File: src/rtl/watch_pkg.sv
// ---------------------------------------------------------------
// watch_pkg: shared stopwatch mode encodings and default timing constants.
// Rev 1.0
// ---------------------------------------------------------------
`default_nettype none

package watch_pkg;

  typedef enum logic [1:0] {
    IDLE  = 2'b00,
    RUN   = 2'b01,
    PAUSE = 2'b10,
    SET   = 2'b11
  } mode_t;

  localparam int DEBOUNCE_CYCLES_DEF = 4;
  localparam int TICK_DIV_DEF        = 100;

endpackage

`default_nettype wire

File: src/rtl/btn_debounce.sv
// ---------------------------------------------------------------
// btn_debounce: two-flop synchroniser, level debouncer and rising-edge press pulse.
// Rev 1.0
// ---------------------------------------------------------------
`default_nettype none

module btn_debounce
  import watch_pkg::*;
#(
  parameter int DEBOUNCE_CYCLES = DEBOUNCE_CYCLES_DEF
) (
  input  logic clk,
  input  logic reset,
  input  logic btn,
  output logic press
);

  localparam logic [7:0] CNT_LAST = 8'(DEBOUNCE_CYCLES - 1);

  logic       sync_meta;
  logic       sync;
  logic [7:0] cnt;
  logic       db;
  logic       db_prev;

  always_ff @(posedge clk) begin
    if (reset) begin
      sync_meta <= 1'b0;
      sync      <= 1'b0;
      cnt       <= 8'd0;
      db        <= 1'b0;
      db_prev   <= 1'b0;
    end else begin
      sync_meta <= btn;
      sync      <= sync_meta;
      db_prev   <= db;
      // The counter only runs while the synchronised level disagrees with db.
      if (sync == db) begin
        cnt <= 8'd0;
      end else if (cnt == CNT_LAST) begin
        db  <= sync;
        cnt <= 8'd0;
      end else begin
        cnt <= cnt + 8'd1;
      end
    end
  end

  assign press = db & ~db_prev;

endmodule

`default_nettype wire

File: src/rtl/watch_ctrl_fsm.sv
// ---------------------------------------------------------------
// watch_ctrl_fsm: button front-end, IDLE/RUN/PAUSE/SET mode machine and count tick.
// Rev 1.0
// ---------------------------------------------------------------
`default_nettype none

module watch_ctrl_fsm
  import watch_pkg::*;
#(
  parameter int DEBOUNCE_CYCLES = DEBOUNCE_CYCLES_DEF,
  parameter int TICK_DIV        = TICK_DIV_DEF
) (
  input  logic       clk,
  input  logic       reset,
  input  logic       btn_start,
  input  logic       btn_clear,
  input  logic       btn_set,
  output logic       run,
  output logic       stop,
  output logic       clr,
  output logic       set_load,
  output logic       tick,
  output logic [1:0] state
);

  localparam logic [15:0] TICK_LAST = 16'(TICK_DIV - 1);

  logic        press_start;
  logic        press_clear;
  logic        press_set;
  mode_t       mode;
  logic [15:0] prescaler;

  btn_debounce #(.DEBOUNCE_CYCLES(DEBOUNCE_CYCLES)) u_db_start (
    .clk   (clk),
    .reset (reset),
    .btn   (btn_start),
    .press (press_start)
  );

  btn_debounce #(.DEBOUNCE_CYCLES(DEBOUNCE_CYCLES)) u_db_clear (
    .clk   (clk),
    .reset (reset),
    .btn   (btn_clear),
    .press (press_clear)
  );

  btn_debounce #(.DEBOUNCE_CYCLES(DEBOUNCE_CYCLES)) u_db_set (
    .clk   (clk),
    .reset (reset),
    .btn   (btn_set),
    .press (press_set)
  );

  // Each branch tests presses in clear > start > set order, so the first legal one wins.
  always_ff @(posedge clk) begin
    if (reset) begin
      mode      <= IDLE;
      clr       <= 1'b0;
      prescaler <= 16'd0;
    end else begin
      clr <= 1'b0;
      case (mode)
        IDLE: begin
          prescaler <= 16'd0;
          if (press_clear) begin
            clr <= 1'b1;
          end else if (press_start) begin
            mode <= RUN;
          end else if (press_set) begin
            mode <= SET;
          end
        end
        RUN: begin
          prescaler <= (prescaler == TICK_LAST) ? 16'd0 : prescaler + 16'd1;
          if (press_start) begin
            mode <= PAUSE;
          end
        end
        PAUSE: begin
          if (press_clear) begin
            mode      <= IDLE;
            clr       <= 1'b1;
            prescaler <= 16'd0;
          end else if (press_start) begin
            mode <= RUN;
          end
        end
        SET: begin
          prescaler <= 16'd0;
          if (press_set) begin
            mode <= IDLE;
          end
        end
        default: begin
          mode      <= IDLE;
          prescaler <= 16'd0;
        end
      endcase
    end
  end

  assign state    = mode;
  assign run      = (mode == RUN);
  assign stop     = (mode == PAUSE);
  assign set_load = (mode == SET);
  assign tick     = (mode == RUN) && (prescaler == TICK_LAST);

endmodule

`default_nettype wire

File: config.mk
export PLATFORM = sky130hd
export DESIGN_NAME = watch_ctrl_fsm
export DESIGN_NICKNAME = d
export VERILOG_FILES = /design/src/rtl/watch_pkg.sv /design/src/rtl/btn_debounce.sv /design/src/rtl/watch_ctrl_fsm.sv
export SDC_FILE = /design/constraint.sdc
export NUM_CORES = 1
export LEC_CHECK = 0
export ABC_AREA = 1
export CELL_PAD_IN_SITES_DETAIL_PLACEMENT = 1
export CELL_PAD_IN_SITES_GLOBAL_PLACEMENT = 1
export CORE_MARGIN = 3
export CORE_UTILIZATION = 47
export CTS_CLUSTER_SIZE = 24
export DETAILED_ROUTE_END_ITERATION = 16
export GPL_TIMING_DRIVEN = 0
export PLACE_DENSITY_LB_ADDON = 0.2
export SKIP_CTS_REPAIR_TIMING = 1
export SLEW_MARGIN = 10
export SYNTH_ARGS = -nofsm -noshare
export SYNTH_HDL_FRONTEND = slang
export SYNTH_SLANG_ARGS = --single-unit
File: constraint.sdc
create_clock -name clk -period 3.9 [get_ports clk]
set_input_delay 0.585 -clock clk [delete_from_list [all_inputs] [get_ports clk]]
set_output_delay 0.585 -clock clk [all_outputs]
set_load 0.05 [all_outputs]
==> flow_metrics.tcl, run 1 <==
set metrics [dict create \
    outcome "completed" \
    cts.sinks 55 \
    port_buffers 11 \
    synthTopCellsByArea "dfxtp_1 42%, nand2_1 10%, nor2_1 8.4%, inv_1 6.9%, nand3_1 5.8%" \
    layout-drive-gt1-share_pct 10.8 \
    synthArstFlopShare_pct 0 \
    finalSetupViolations 0 \
    fin_crit_ns 2.93 \
    vdd_drop_max_mv 0.337 \
    relSlewSlack_pct 64.8 \
    synth_most_common_cell "nand2_1" \
    min_path_cells 2 \
    fin_worst_skew_ns 0.00552 \
    use_met1_pct 25.3 \
    grt_pass1_vias 2371 \
    coreArea_um2 5240 \
    antenna_found_initial 0 \
    dr_total_vias 2285 \
    critPathArrivalTime_ns 2.35 \
    ys_seq_elements 55 \
    max_stage_delay_ns 0.83 \
    die_h_um 80.3 \
    grt_use_met3_pct 3.70 \
    cp_top_family "buffers and inverters" \
    nets 387 \
    synth_edf_count 0 \
    worstSetupPathType "register to primary output" \
    viasPerCell 5.09 \
    path_cells "ha_1 > nand3_1 > nor2_1 > nand2_2 > nor2_1 > clkdlybuf4s50_1" \
    tightest_slew_ns 0.529 \
    synth_cell_types 29 \
    overflow 0 \
    path_buf_inv 1 \
    power.leakage_nw 1.12 \
    grt_pass1_wl_um 10600 \
    grt_use_met2_pct 36.4 \
    cts_tree "yes" \
    regArea_um2 1100 \
    worstHoldPathType "register to register" \
    syn_nets 369 \
    drtIter0Drc 62 \
    synth_top_area_cell "dfxtp_1" \
    worstRegToRegCells 7 \
    tns_ns 0 \
    synth_area_per_cell_um2 7.21 \
    rows 26 \
    grt_max_degree 18 \
    cts_root_buf "clkbuf_8" \
    cp_num_cells 6 \
    hold_viol_final 0 \
    fmax_mhz 341 \
    area_growth_pct 11.9 \
    cp_slowest_cell "clkdlybuf4s50_1" \
    clock_latency_ns 0.31 \
    p_per_area_nw_per_um2 458 \
    fillerInstances 701 \
    slew_violations 0 \
    antennaDiodeCount 0 \
    finalCritPeriodShare_pct 75.2 \
    firstDrtPassIters 4 \
    synth-warning-count 0 \
    ys.flop_type "dfxtp_1" \
    maxCapViolCount 0 \
    yosysTopAreaCellShare_pct 42.4 \
    initial_utilization_pct 49.5 \
    crit_path_end_kind "primary output" \
    ys_top_cells_by_count "69 x nand2_1, 58 x nor2_1, 55 x dfxtp_1, 48 x inv_1, 30 x nand3_1" \
    wl_per_cell_um 13.5 \
    ant_nets 0 \
    cts_buffers 5 \
    crit_required_ns 3.31 \
    drc 0 \
    synthesis.area_um2 2590 \
    gp_congestion 0.776 \
    htreeDepth 2 \
    multi_input_area_um2 1260 \
    place_hpwl_um 4430 \
    clock_path_buffers 2 \
    grt-busiest-layer "met2" \
    rsz0062_at_grt "no" \
    synth_cells 360 \
    ys_seq_area_share_pct 42.4 \
    crit_path_frequent_cell "nor2_1" \
    cts.clk_slew.worst_paths_ns 0.09 \
    cp_max_fo 7 \
    die_area_um2 6450 \
    startpoint_type "register" \
    grt_use_total_pct 20.8 \
    total_power_w 0.00133 \
    die_w_um 80.3 \
    top_level_ports 12 \
    drt_wl_total_um 6060 \
]
-- cell usage in the layout (no fill, tap or decap), types with 4 or more instances in the layout --
cell and n:
nor3_1 7, xor2_1 12, nand3_1 30, xnor2_1 4, nand4_1 6, nor2_1 58, clkdlybuf4s50_1 11, o21ai_0 10
a21oi_1 19, nand2_1 69, clkbuf_8 5, inv_1 48, dfxtp_1 55, ha_1 4, nand2_2 6, inv_2 4
a21oi_2 4
-- flip-flops by register name, indices dropped and copies added (netlist names), 2 cells and up --
register / count
prescaler: 16
u_db_start.cnt: 8
u_db_clear.cnt: 8
state: 2
u_db_set.cnt: 8
-- where the power goes --
part / switching (W) / internal (W) / leakage [nW] / total [W]
Clock: 0.000189 / 0.000194 / 0.0558 / 0.000383
Sequential: 0.0000217 / 0.000579 / 0.445 / 0.000601
Combinational: 0.000239 / 0.000107 / 0.621 / 0.000346
-- final cells by class --
type	count	share of cell area, %
timing repair buffer	11	3.79
clock inverter	2	1.34
buffer	6	1.38
multi-input combinational	247	43.3
sequential	55	37.9
inverter	52	6.72
clock buffer	6	2.50
tap	70	3.02
-- through the flow --
stage / cell area, um2 / utilization (%) / instances / setup slack, ns / hold slack (ns)
floorplan: 2590 / - / 360 / 1.68 / 0.388
global placement: 2790 / 53.3 / 441 / 1.32 / 0.389
detailed placement: 2790 / 53.3 / 441 / 1.30 / 0.402
CTS: 2900 / 55.4 / 449 / 0.926 / 0.417
global route: 2900 / 55.4 / 449 / 0.780 / 0.453
finish: 2900 / 55.4 / 449 / 0.967 / 0.413
-- worst min-delay path: cells and delay by family, from the launching register on --
family | cells | cell delay, ns
flip-flops | 1 | 0.31
buffers and inverters | 1 | 0.04
AND/OR/NAND/NOR | 1 | 0.03
-- routing by layer --
| metal | part of all wire [%] | vias to the layer above |
|---|---|---|
| li1 | - | 1167 |
| met1 | 47 | 1070 |
| met2 | 48 | 33 |
| met3 | 2.5 | 15 |
| met4 | 2.2 | 0 |
| met5 | 0 | - |
-- kinds of logic after synthesis --
logic type               Yosys count  synth area share, %
AND/OR/NAND/NOR                  187                 32.2
adder cells (fa/ha/maj)            4                 1.93
XOR/XNOR                          16                 5.40
flip-flops                        55                 42.4
buffers and inverters             58                 9.06
AO/OA/AOI/OAI                     40                 8.97
-- path summary, 6_finish.rpt --
path / from / to / slack [ns]
worst max-delay path: prescaler[1] / tick / 0.97
worst min-delay path: u_db_clear.sync_meta / u_db_clear.sync / 0.41
worst max register to register: prescaler[1] / prescaler[12] / 2.39
worst min register to register: u_db_clear.sync_meta / u_db_clear.sync / 0.41
No activity file was read; power rests on OpenSTA's default activity.
==> run 2, diff against run 1 <==
--- a/config.mk
+++ b/config.mk
@@ -9,7 +9,7 @@
 export CELL_PAD_IN_SITES_DETAIL_PLACEMENT = 1
 export CELL_PAD_IN_SITES_GLOBAL_PLACEMENT = 1
 export CORE_MARGIN = 3
-export CORE_UTILIZATION = 47
+export CORE_UTILIZATION = 44
 export CTS_CLUSTER_SIZE = 24
 export DETAILED_ROUTE_END_ITERATION = 16
 export GPL_TIMING_DRIVEN = 0
==> constraint.sdc (replaced) <==
create_clock -name clk -period 2.8 [get_ports clk]
set_input_delay 0.42 -clock clk [delete_from_list [all_inputs] [get_ports clk]]
set_output_delay 0.42 -clock clk [all_outputs]
set_load 0.05 [all_outputs]
==> run 2 against run 1 <==
Global-route usage decreased by 2.2 points. Non-clock buffer count unchanged. Sequential share of layout area increased by 0.20 points. Power increased by 34%. Critical path depth decreased by 2. First-iteration DRC count increased by 21%. Final area decreased by 0.52%. Setup slack got worse by 0.73 ns. Routed wire length decreased by 3.4%. Via count about the same. Die area increased by 6.3%. Critical path type unchanged. Highest routed layer unchanged.
==> flow_metrics.tcl, run 2 (synthesized netlist as in run 1, its figures left out) <==
set metrics [dict create \
    outcome "completed" \
    reg2reg_from "prescaler[1]" \
    rows 27 \
    path_buf_inv 3 \
    ant_nets 0 \
    grt_max_degree 19 \
    finalCritPeriodShare_pct 91.4 \
    gp_congestion 0.828 \
    drc 0 \
    cp_max_fo 10 \
    die_h_um 82.8 \
    port_buffers 11 \
    cts_tree "yes" \
    finalSetupViolations 0 \
    min-delay-start "u_db_clear.sync_meta" \
    maxCapViolCount 0 \
    regToRegSetupSlack_ns 1.28 \
    coreArea_um2 5610 \
    place_hpwl_um 4340 \
    cts_buffers 5 \
    fin_worst_skew_ns 0.00887 \
    fin_crit_ns 2.56 \
    initial_utilization_pct 46.3 \
    cp_top_family "buffers and inverters" \
    worstRegToRegCells 8 \
    cts_root_buf "clkbuf_8" \
    path_cells "nand2_1 > inv_2 > buf_4 > clkdlybuf4s50_1" \
    firstDrtPassIters 4 \
    top_register "prescaler" \
    tightest_slew_ns 0.561 \
    power.leakage_nw 1.13 \
    worstSetupPathType "register to primary output" \
    crit_path_end_kind "primary output" \
    top_level_ports 12 \
    min_path_cells 2 \
    place_ws_ns 0.430 \
    vdd_drop_max_mv 0.467 \
    drt_wl_total_um 5860 \
    routed-wl-met2_um 2710 \
    startpoint_type "register" \
    dr_total_vias 2286 \
    die_w_um 82.8 \
    fmax_mhz 391 \
    cp_slowest_cell "clkdlybuf4s50_1" \
    grt_pass1_vias 2147 \
    hold_end "u_db_clear.sync" \
    cts.clk_slew.worst_paths_ns 0.11 \
    worstHoldPathType "register to register" \
    die_area_um2 6860 \
    grt_use_total_pct 18.6 \
    clock_path_buffers 2 \
    area_growth_pct 11.3 \
    antennaDiodeCount 0 \
    wl_per_cell_um 13.0 \
    layout-drive-gt1-share_pct 11.1 \
    mostFrequentLayoutCell "nand2_1" \
    final_cell_mix "69 x nand2_1, 58 x nor2_1, 55 x dfxtp_1, 48 x inv_1, 30 x nand3_1" \
    hold_viol_final 0 \
    antenna_found_initial 0 \
    routed.top_layer "met4" \
    fin_ws_ns 0.240 \
    drtIter0Drc 75 \
    cts.sinks 55 \
    htreeDepth 2 \
    p_per_area_nw_per_um2 615 \
    overflow 0 \
    critPathArrivalTime_ns 2.14 \
    largest_reg_flops 16 \
    max_stage_delay_ns 0.83 \
    slew_violations 0 \
    r2r_end "prescaler[6]" \
    viasPerCell 5.07 \
    crit_required_ns 2.38 \
    rsz0062_at_grt "no" \
    relSlewSlack_pct 62.6 \
    clock_latency_ns 0.31 \
    tns_ns 0 \
    nets 387 \
    grt_pass1_wl_um 9790 \
    met1Wirelength_um 2990 \
    wl_met3_um 117 \
]
run 2: changes by cell type in the layout (fill, tap and decap cells not counted), sizes merged:
cell           change
bufinv             -1
clkinv             +1
dlymetal6s2s       +1
clkbuf             -1
clkdlybuf4s50      -1
inv                +1
run 2: metrics by stage:
| step | area, um2 | instances | util, % | hold WS, ns | power, W |
|---|---|---|---|---|---|
| CTS | 2890 | 451 | 51.5 | 0.417 | 0.00180 |
| global placement | 2800 | 443 | 49.8 | 0.390 | 0.00133 |
| global route | 2890 | 451 | 51.5 | 0.456 | 0.00187 |
| finish | 2890 | 451 | 51.5 | 0.414 | 0.00178 |
| detailed placement | 2800 | 443 | 49.8 | 0.399 | 0.00134 |
| floorplan | 2590 | 360 | - | 0.388 | 0.00119 |
run 2: routing by layer:
metal	vias up	track usage (%)
li1	1168	-
met1	1090	25.6
met4	0	5.39
met5	-	0
met2	23	29.8
met3	5	3.46
run 2: layout make-up:
class,count,area [um2]
inverter,52,195
buffer,6,40.0
clock inverter,3,22.5
tap,72,90.1
timing repair buffer,11,113
sequential,55,1100
fill,761,2720
multi-input combinational,247,1260
clock buffer,5,68.8
run 2: how the worst max path moves through the flow:
stage	startpoint	to	slack, ns	cells past startpoint
2_1_floorplan	state[0]	tick	0.74	2
3_3_place_gp	prescaler[1]	tick	0.44	6
3_5_place_dp	prescaler[1]	tick	0.43	6
4_1_cts	prescaler[1]	tick	0.08	6
5_1_grt	state[0]	run	0.15	4
6_report	state[0]	run	0.24	4
run 2: where the power goes:
group          switching [W]  internal, W  total (W)
Sequential         0.0000311     0.000807   0.000838
Combinational       0.000332     0.000148   0.000481
Clock               0.000276     0.000182   0.000457
run 2: worst min-delay path, stage by stage, from the launching register on:
cell and delay [ns]:
dfxtp_1 0.31, inv_1 0.04, nor2_1 0.03
==> run 3, diff against run 2 <==
--- a/config.mk
+++ b/config.mk
@@ -6,6 +6,7 @@
 export NUM_CORES = 1
 export LEC_CHECK = 0
 export ABC_AREA = 1
+export ABC_CLOCK_PERIOD_IN_PS = 2800
 export CELL_PAD_IN_SITES_DETAIL_PLACEMENT = 1
 export CELL_PAD_IN_SITES_GLOBAL_PLACEMENT = 1
 export CORE_MARGIN = 3
@@ -15,7 +16,7 @@
 export GPL_TIMING_DRIVEN = 0
 export PLACE_DENSITY_LB_ADDON = 0.2
 export SKIP_CTS_REPAIR_TIMING = 1
-export SLEW_MARGIN = 10
+export SLEW_MARGIN = 20
 export SYNTH_ARGS = -nofsm -noshare
 export SYNTH_HDL_FRONTEND = slang
 export SYNTH_SLANG_ARGS = --single-unit
==> results of run 3 <==
The final DEF is identical to that of run 2; final timing and power are the same.
==> edit 1 (config.mk and constraints of run 3) <==
Register the outputs `run`, `stop`, `set_load` and `tick`, with the module's reset; this adds one clock of latency there. The other outputs are not delayed to match.
--- a/src/rtl/watch_ctrl_fsm.sv
+++ b/src/rtl/watch_ctrl_fsm.sv
@@ -101,10 +101,19 @@
   end
 
   assign state    = mode;
-  assign run      = (mode == RUN);
-  assign stop     = (mode == PAUSE);
-  assign set_load = (mode == SET);
-  assign tick     = (mode == RUN) && (prescaler == TICK_LAST);
+  always_ff @(posedge clk) begin
+    if (reset) begin
+      run      <= '0;
+      stop     <= '0;
+      set_load <= '0;
+      tick     <= '0;
+    end else begin
+      run      <= (mode == RUN);
+      stop     <= (mode == PAUSE);
+      set_load <= (mode == SET);
+      tick     <= (mode == RUN) && (prescaler == TICK_LAST);
+    end
+  end
 
 endmodule
 
Function: changed (a bounded check fails within 10 cycles, from zero or initial values and one cycle with reset high).
==> edit 1 against run 3 <==
Routed wire length increased by 16%. Combinational power decreased by 5.6%. Core utilization increased by 2.9 points. Clock skew decreased by 0.0046 ns. Total power increased by 26%. Area after synthesis increased by 2.5%. Worst setup slack improved by 0.48 ns. Via count increased by 6.0%. Final cell count increased by 5.5%. Count of clock-buffer cells in the layout increased by 5. Critical path type unchanged. Design area increased by 6.8%. Sequential cell count increased by 4.
==> edit 1: results <==
group,metric,value,unit
place,post-place-ws,0.780,ns
clocking,clock_latency,0.34,ns
yosys,syn_nets,386,
clocking,cts_made_buffers,9,
yosys,synth.area.top_cells,"dfxtp_1 44%, nand2_1 9.6%, nor2_1 8.6%",
place,io_buffers,11,
finish,num_antenna_cells,0,
critical_path,startpoint,"state[1]",
drt,avgRoutedWirePerCell,14.3,um
drt,viasPerCell,5.09,
yosys,async_reset_ff_share,0,%
critical_path,slowest_stage,"clkdlybuf4s50_1",
finish,nNetsFinal,408,
pwr,max-vdd-ir-drop,0.000435,V
global_routing,first_global_vias,2641,
min_path,min_from,"u_db_clear.sync_meta",
place,place_hpwl,4930,um
global_routing,grt_antenna_before_repair,0,
clocking,clockRootBuffer,"clkbuf_8",
timing,finClkSkew,0.00427,ns
place,dp.cells,460,
global_routing,grt_pass1_wl,12000,um
min_path,min_path_type,"reg2reg",
yosys,synth_area_per_cell,7.06,um2
place,gp_congestion,0.747,
yosys,synth.distinct_cells,27,
clocking,htreeDepth,3,
pwr,p_int,0.00154,W
outcome,outcome,"complete, no violations",
finish,regMostFlops,"prescaler",
critical_path,critical-path-max-stage-delay,0.86,ns
yosys,synth-seq-area-share,44.4,%
pwr,leakagePower,1.21,nW
global_routing,grt_start_max_net_pins,12,
finish,fin_cells,476,
global_routing,grt_use_total,21.4,%
clocking,cts.clk_slew.worst_paths,0.07,ns
place,dpl-instance-area,0.00286,mm2
critical_path,crit_fanout,7,
yosys,yosys-top-cells-count,"68 x nand2_1, 61 x nor2_1, 59 x dfxtp_1",
clocking,cts_max_path_buffers,2,
critical_path,crit_family,"buffers and inverters",
critical_path,arrival,1.66,ns
finish,drive_above_1_share,8.91,%
timing,slew_headroom,58.7,%
yosys,synth.yosys.warnings,0,
drt,dr.first_iter.drc_count,106,
finish,largest_reg_flops,16,
drt,firstDrtPassIters,4,
yosys,ys.flop_type,"dfxtp_1",
## edit 1: changes by cell type after synthesis, sizes merged, moves of 4 or more
cell / run 3 / this run
nor3: 7 / 11
nand3: 31 / 37
dfxtp: 55 / 59
nand2: 76 / 72
inv: 52 / 57
## edit 1: power groups by stage
stage               sequential [W]  clock [W]  combinational (W)
finish                    0.000909   0.000883           0.000454
global route              0.000916   0.000941           0.000503
CTS                       0.000909   0.000897           0.000460
detailed placement        0.000928          0           0.000451
global placement          0.000927          0           0.000436
floorplan                  0.00100          0           0.000240
## edit 1: per-layer routing
layer / global-route usage, % / part of all wire [%] / vias to the layer above
met5: 0 / 0 / -
met4: 11.4 / 2.9 / 0
met3: 4.05 / 2.0 / 18
met2: 38.5 / 51 / 22
met1: 23.5 / 44 / 1151
li1: - / - / 1232
## edit 1: path summary, 6_finish.rpt
check | endpoint | slack (ns) | depth (start not counted)
max | state[1] | 0.72 | 1
min | u_db_clear.sync | 0.41 | 2
max reg2reg | prescaler[12] | 1.23 | 6
min reg2reg | u_db_clear.sync | 0.41 | 2
## edit 1: cells by family after synthesis
logic type      count (synthesis)  synth area share (%)
buf+inv                        62                  8.98
flops                          59                  44.4
fa+ha+maj                       4                  1.88
xor+xnor                       12                  3.95
simple gates                  197                  32.3
compound gates                 43                  8.51
## edit 1: area by class of cell
cell class | instances | area [um2]
fillers | 752 | 2590
multi-input cells | 256 | 1240
flip-flops and latches | 59 | 1180
inverters | 57 | 214
clock buffers | 10 | 138
repair buffers | 11 | 110
well taps | 72 | 90.1
clock inverters | 6 | 88.8
plain buffers | 5 | 25.0
==> edit 2 (settings of run 3) <==
Made on the original files. Change the package constant `TICK_DIV_DEF` from 100 to 64.
--- a/src/rtl/watch_pkg.sv
+++ b/src/rtl/watch_pkg.sv
@@ -14,7 +14,7 @@
   } mode_t;
 
   localparam int DEBOUNCE_CYCLES_DEF = 4;
-  localparam int TICK_DIV_DEF        = 100;
+  localparam int TICK_DIV_DEF        = 64;
 
 endpackage
 
Formal check against the unedited RTL: no difference found for any inputs over 10 cycles, from zero or initial values and one cycle with reset high; that may be too few to reach the edited logic, so the function may still have changed.
==> edit 2 against run 3 <==
Area after synthesis up 0.58%. Routed wire length up 2.5%. Critical path depth unchanged. Total power down 0.90%. Count of clock-buffer cells in the layout unchanged. Sequential cell count unchanged. Design area up 0.52%. Synthesized cell count up 6.4%. Worst setup slack worse by 0.020 ns.
==> edit 2: results <==
group,metric,value,unit
finish,largest_reg_flops,16,
pwr,max-vdd-ir-drop,0.000437,V
global_routing,grt_use_total,18.5,%
pwr,combPwrFrac,26.4,%
global_routing,met2_usage,35.3,%
critical_path,rr_endpoint,"prescaler[2]",
pwr,p_seq_share,47.8,%
yosys,synth.distinct_cells,27,
place,dp.cells,466,
critical_path,critical-path-max-stage-delay,0.81,ns
clocking,htreeDepth,2,
global_routing,grt_antenna_before_repair,0,
min_path,min_path_type,"reg2reg",
pwr,netSwitchingPower,0.000628,W
yosys,synth.area.top_cells,"dfxtp_1 42%, nand2_1 13%, nor2_1 9.3%",
drt,num_vias,2416,
clocking,clock_latency,0.31,ns
yosys,synth-seq-area-share,42.2,%
place,dpl-instance-area,0.00281,mm2
drt,dr.first_iter.drc_count,92,
yosys,synth_area_per_cell,6.81,um2
timing,slew_headroom,60.7,%
finish,drive_above_1_share,5.47,%
global_routing,use_met1,21.6,%
drt,wl_met3,83,um
place,gp_congestion,0.778,
pwr,powerDensity,606,mW/mm2
drt,avgRoutedWirePerCell,12.7,um
timing,holdWs,0.422,ns
yosys,async_reset_ff_share,0,%
place,place_hpwl,4660,um
finish,n_fill_cell,770,
yosys,yosys-top-cells-count,"87 x nand2_1, 65 x nor2_1, 57 x inv_1",
place,post-place-ws,0.342,ns
drt,drc,0,
global_routing,grt_util_met3,2.98,%
drt,routed-wl-met2,3150,um
timing,finClkSkew,0.00514,ns
pwr,leakagePower,1.15,nW
drt,wl_met1,2720,um
drt,drt-total-wl,6000,um
outcome,outcome,"complete, no violations",
min_path,whs_endpoint,"u_db_clear.sync",
clocking,clockRootBuffer,"clkbuf_8",
global_routing,grt_pass1_wl,10900,um
timing,setup_slack,0.220,ns
global_routing,first_global_vias,2574,
pwr,p_total,0.00176,W
finish,nNetsFinal,410,
critical_path,arrival,2.16,ns
edit 2: cell count changes in the layout (fill, tap and decap cells not counted), moves of 4 or more:
cell	change
nand2_1	+18
inv_1	+9
nor2_1	+7
a21oi_1	+6
nand2_2	-5
a21oi_2	-4
o21ai_0	+4
edit 2: tightest hold or removal path, stage by stage (launching register included):
cell	delay, ns
dfxtp_1	0.32
inv_1	0.04
nor2_1	0.03
edit 2: cells by family after synthesis:
kind of cell / synth area share, %
AO/OA/AOI/OAI: 8.15
buffers and inverters: 9.83
AND/OR/NAND/NOR: 34.2
flip-flops: 42.2
adder cells (fa/ha/maj): 1.92
XOR/XNOR: 3.69
edit 2: cell type report:
cell class | count | area share (%)
Buffer | 5 | 1.21
Clock inverter | 3 | 0.776
Sequential cell | 55 | 37.9
Timing Repair Buffer | 11 | 3.88
Multi-Input combinational cell | 264 | 43.1
Clock buffer | 5 | 2.37
Tap cell | 72 | 3.10
Inverter | 59 | 7.63
